===== src/rtl/alu_share_ctrl.sv =====
// Shares one combinational ALU between execute (port 0) and the aux sequencer
// (port 1); buffers one response per port and owns the NZCV status register.
module alu_share_ctrl #(
  parameter bit         RR_EN      = 1'b1,
  parameter logic [3:0] STATUS_RST = 4'b0000
) (
  input  logic        clk,
  input  logic        rst_n,
  input  logic        flush,

  input  logic        req0_valid,
  output logic        req0_ready,
  input  logic [31:0] req0_val1,
  input  logic [31:0] req0_val2,
  input  logic [3:0]  req0_cmd,
  input  logic        req0_s,

  input  logic        req1_valid,
  output logic        req1_ready,
  input  logic [31:0] req1_val1,
  input  logic [31:0] req1_val2,
  input  logic [3:0]  req1_cmd,
  input  logic        req1_s,

  output logic        rsp0_valid,
  input  logic        rsp0_ready,
  output logic [31:0] rsp0_res,
  output logic [3:0]  rsp0_status,

  output logic        rsp1_valid,
  input  logic        rsp1_ready,
  output logic [31:0] rsp1_res,
  output logic [3:0]  rsp1_status,

  output logic [31:0] alu_val1,
  output logic [31:0] alu_val2,
  output logic [3:0]  alu_cmd,
  output logic        alu_carry_in,
  input  logic [31:0] alu_res,
  input  logic [3:0]  alu_status,

  output logic [3:0]  status_reg
);

  logic        rsp0_valid_q, rsp0_valid_d;
  logic        rsp1_valid_q, rsp1_valid_d;
  logic [31:0] rsp0_res_q, rsp0_res_d;
  logic [31:0] rsp1_res_q, rsp1_res_d;
  logic [3:0]  rsp0_sts_q, rsp0_sts_d;
  logic [3:0]  rsp1_sts_q, rsp1_sts_d;
  logic [3:0]  status_q, status_d;
  logic        rr_ptr_q, rr_ptr_d;

  logic        gnt_en;
  logic        elig0;
  logic        elig1;
  logic        both;
  logic        gnt0;
  logic        gnt1;

  // a port may issue when its buffer is empty or drains on this edge
  always_comb begin
    gnt_en = rst_n & ~flush;
    elig0  = req0_valid & (~rsp0_valid_q | rsp0_ready);
    elig1  = req1_valid & (~rsp1_valid_q | rsp1_ready);
    both   = elig0 & elig1;
    gnt0   = 1'b0;
    gnt1   = 1'b0;
    unique case (1'b1)
      ~gnt_en: begin
      end
      gnt_en & both: begin
        gnt0 = ~RR_EN | ~rr_ptr_q;
        gnt1 = ~gnt0;
      end
      gnt_en & elig0 & ~elig1: begin
        gnt0 = 1'b1;
      end
      gnt_en & elig1 & ~elig0: begin
        gnt1 = 1'b1;
      end
      default: begin
      end
    endcase
  end

  always_comb begin
    alu_val1 = req0_val1;
    alu_val2 = req0_val2;
    alu_cmd  = req0_cmd;
    if (gnt1) begin
      alu_val1 = req1_val1;
      alu_val2 = req1_val2;
      alu_cmd  = req1_cmd;
    end
  end

  always_comb begin
    rsp0_valid_d = rsp0_valid_q;
    rsp1_valid_d = rsp1_valid_q;
    rsp0_res_d   = rsp0_res_q;
    rsp1_res_d   = rsp1_res_q;
    rsp0_sts_d   = rsp0_sts_q;
    rsp1_sts_d   = rsp1_sts_q;
    status_d     = status_q;
    rr_ptr_d     = rr_ptr_q;
    if (flush) begin
      rsp0_valid_d = 1'b0;
      rsp1_valid_d = 1'b0;
    end else begin
      if (gnt0) begin
        rsp0_valid_d = 1'b1;
        rsp0_res_d   = alu_res;
        rsp0_sts_d   = alu_status;
      end else if (rsp0_ready) begin
        rsp0_valid_d = 1'b0;
      end
      if (gnt1) begin
        rsp1_valid_d = 1'b1;
        rsp1_res_d   = alu_res;
        rsp1_sts_d   = alu_status;
      end else if (rsp1_ready) begin
        rsp1_valid_d = 1'b0;
      end
      if ((gnt0 & req0_s) | (gnt1 & req1_s)) begin
        status_d = alu_status;
      end
      // loser of a contended cycle gets priority next time
      if (both) begin
        rr_ptr_d = gnt0;
      end
    end
  end

  always_ff @(posedge clk or negedge rst_n) begin
    if (!rst_n) begin
      rsp0_valid_q <= 1'b0;
      rsp1_valid_q <= 1'b0;
      rsp0_res_q   <= '0;
      rsp1_res_q   <= '0;
      rsp0_sts_q   <= '0;
      rsp1_sts_q   <= '0;
      status_q     <= STATUS_RST;
      rr_ptr_q     <= 1'b0;
    end else begin
      rsp0_valid_q <= rsp0_valid_d;
      rsp1_valid_q <= rsp1_valid_d;
      rsp0_res_q   <= rsp0_res_d;
      rsp1_res_q   <= rsp1_res_d;
      rsp0_sts_q   <= rsp0_sts_d;
      rsp1_sts_q   <= rsp1_sts_d;
      status_q     <= status_d;
      rr_ptr_q     <= rr_ptr_d;
    end
  end

  assign req0_ready   = gnt0;
  assign req1_ready   = gnt1;
  assign rsp0_valid   = rsp0_valid_q;
  assign rsp1_valid   = rsp1_valid_q;
  assign rsp0_res     = rsp0_res_q;
  assign rsp1_res     = rsp1_res_q;
  assign rsp0_status  = rsp0_sts_q;
  assign rsp1_status  = rsp1_sts_q;
  assign alu_carry_in = status_q[2];
  assign status_reg   = status_q;

endmodule


===== config.mk =====
export PLATFORM = sky130hd
export DESIGN_NAME = alu_share_ctrl
export DESIGN_NICKNAME = d
export VERILOG_FILES = /design/src/rtl/alu_share_ctrl.sv
export SDC_FILE = /design/constraint.sdc
export NUM_CORES = 1
export LEC_CHECK = 0
export ABC_CLOCK_PERIOD_IN_PS = 2600
export BUFFER_PORTS_ARGS = -buffer_cell sky130_fd_sc_hd__buf_4
export CORE_AREA = 4 4 127 129
export CTS_CLUSTER_DIAMETER = 30
export DETAILED_ROUTE_END_ITERATION = 12
export DIE_AREA = 0 0 131 133
export GPL_ROUTABILITY_DRIVEN = 0
export PLACE_DENSITY = 0.55
export SYNTH_ARGS = -nofsm -noshare
export SYNTH_HDL_FRONTEND = slang
export SYNTH_SLANG_ARGS = --single-unit
export TNS_END_PERCENT = 30

===== constraint.sdc =====
create_clock -name clk -period 2.6 [get_ports clk]
set_input_delay 0.26 -clock clk [delete_from_list [all_inputs] [get_ports clk]]
set_output_delay 0.26 -clock clk [all_outputs]
set_load 0.05 [all_outputs]

==> impl_metrics.yaml <==
outcome:
  status: "finished clean"
timing:
  clock_skew_ns: 0.00756
  finalSetupViolCount: 0
  worst_slew_pin_slew_ns: 1.01
  report.final.slew_viol_count: 0
  final_hold_viol_count: 0
  holdWs_ns: 0.147
  rsz0062_at_grt: "no"
  fin_setup_tns_ns: 0
  setup_ws_ns: 0.109
  fmax_mhz: 401
  slew_headroom_pct: 32.6
  period_needed_ns: 2.49
  period_share_pct: 95.8
clock_tree:
  cts_tree: "done"
  cts_buffers: 9
  htreeDepth: 3
  cts_hold_repair.buffers: 0
  cts.sinks: 79
  clockRootBuffer: "clkbuf_16"
  cts_buffer_depth: 2
  clk_pin_slew_ns: 0.06
  clk_latency_ns: 0.33
routing:
  drc_errors: 0
  dr.pass1.iters: 4
  vias_per_cell: 4.44
  ant_nets: 0
  wirelength_um: 15100
  wire_per_inst_um: 19.3
  drt_iter0_drc: 68
  route.vias.total: 3464
synth:
  synth-adder-area-share_pct: 0
  synth_top_family_by_area: "multiplexers"
  postSynthCellCount: 253
  ys_ff_latch: 79
  syn_area_per_cell_um2: 15.0
  synth-xor-area-share_pct: 0
  muxShareOfSynthArea_pct: 42.8
  ys_types: 15
  synth_compound_area_share_pct: 1.35
  synth-seq-area-share_pct: 52.2
  ys.warnings.count: 0
  syn_nets: 434
  yosys.area_share.simple_pct: 0.958
  synth_area_um2: 3790
placement:
  placed_cell_area_um2: 6480
  dpl.hpwl_um: 12100
  dp_slack_ns: 0.315
  port_buffers: 329
  placed_cells: 760
worst_hold_path:
  hold_end: "rsp1_valid"
  min_path_type: "in -> reg"
  min_path_cells: 2
  min_from: "flush"
setup_path:
  r2r_end: "rsp1_res[6]"
  r2r_cells: 6
  crit_fanout: 14
  crit_type: "reg -> out"
  start_kind: "flop"
  cp.required_ns: 2.34
  arrival_ns: 2.23
  cp-end-kind: "primary output"
  r2r_setup_slack_ns: 0.53
  reg2reg_from: "rsp1_valid"
global_route:
  grt_max_degree: 81
  grt_overflow: 0
  grt_pass1_wl_um: 21100
  grt_pass1_vias: 3637
  antenna_found_initial: 0
  grt_usage_pct: 15.9
layout:
  drive_gt1_share_pct: 69.9
  fin_nets: 768
  stdcell_area_um2: 6880
  fin_cells: 780
  register_area_um2: 1980
  final_common_cell: "buf_4"
  nFillCells: 1412
  multi_input_area_um2: 1750
  layout_common_cells: "buf_4 (334), mux2_1 (88), dfrtp_1 (79)"
  fin_util_pct: 45.7
  area_growth_pct: 81.6
  diodes: 0
die:
  initial_core_util_pct: 25.2
  num_rows: 45
  core_area_um2: 15000
  io_pins: 330
  die_w_um: 131
  die_y_um: 133
  die_area_um2: 17400
power_and_ir_drop:
  powerDensity_nw_per_um2: 877
  p_switching_mw: 2.61
  p_int_mw: 3.42
  pwr-share-comb_pct: 48.4
  power_mw: 6.03
  clkPwrFrac_pct: 22.6
  sw_frac_of_total_pct: 43.3
  seq_power_share_pct: 29.0
  total_leakage_power_nw: 3.34
  vdd_ir_drop_max_uv: 595
flow_run:
  maxCapViolCount: 0
==> power groups by stage <==
| stage | clock [mW] | combinational, mW | sequential [mW] |
|---|---|---|---|
| finish | 1.36 | 2.92 | 1.75 |
| detailed placement | 0 | 2.94 | 1.77 |
| floorplan | 0 | 0.707 | 2.92 |
| CTS | 1.41 | 2.94 | 1.76 |
| global route | 1.46 | 3.04 | 1.79 |
| global placement | 0 | 2.93 | 1.75 |
==> area by class of cell <==
cell class                 instances  area share (%)
inverter                           1          0.0546
clock buffer                      10            3.48
timing repair buffer             339            37.6
multi-input combinational        157            25.4
tap                              188            3.42
sequential                        79            28.7
clock inverter                     6            1.33
==> worst max-delay path, cell delays in order (launching register included) <==
cell and delay (ns):
dfrtp_1 0.40, nand2b_4 0.10, nand2_1 0.10, a311oi_4 0.31, buf_6 0.17, buf_4 0.12, buf_8 0.16, mux2_1 0.35
buf_4 0.20
==> synthesized netlist by cell type <==
library cell   n  area share (%)
mux2_1        88              26
dfrtp_1       79              52
mux2_2        56              17
buf_2          9             1.2
buf_4          7             1.4
nand2b_1       3            0.50
nand2_1        2            0.20
o21bai_1       2            0.40
a22oi_1        1            0.20
a311oi_1       1            0.23
a311oi_2       1            0.40
inv_1          1           0.099
nand3_1        1            0.13
nor3_1         1            0.13
o21ai_0        1            0.13
==> layer usage <==
metal  global-route usage, %  vias to the layer above  routed length [um]
met2                    28.4                      161                7880
met1                    17.9                     1693                5470
met3                    4.64                       18                1400
li1                        -                     1592                   -
met5                       0                        -                   0
met4                    5.03                        0                 314
==> cells by family (layout without fill, tap and decap cells) <==
family | after synthesis | count (layout)
AOI/OAI and AO/OA | 6 | 6
buffers and inverters | 17 | 356
DFF | 79 | 79
muxes | 144 | 144
and+or+nand+nor | 7 | 7
==> worst max-delay path by stage <==
stage	from	endpoint	slack [ns]	cells after the start
after detailed placement	rsp1_ready	status_reg[3]	0.31	7
after global routing	rsp1_valid	alu_val1[0]	0.01	8
after CTS	rsp1_valid	alu_val1[29]	0.02	6
after floorplan	rsp0_valid	alu_val1[21]	0.14	4
after global placement	rsp0_ready	rsp1_res[5]	0.37	6
final	rsp1_valid	alu_val1[0]	0.11	8
==> what timing repair did <==
item | 4_1_cts | 5_1_grt
endpoints found under the setup margin | 0 | 39
buffers inserted | 0 | 2
resized for setup | 0 | 7
(Power assumes the default switching activity.)
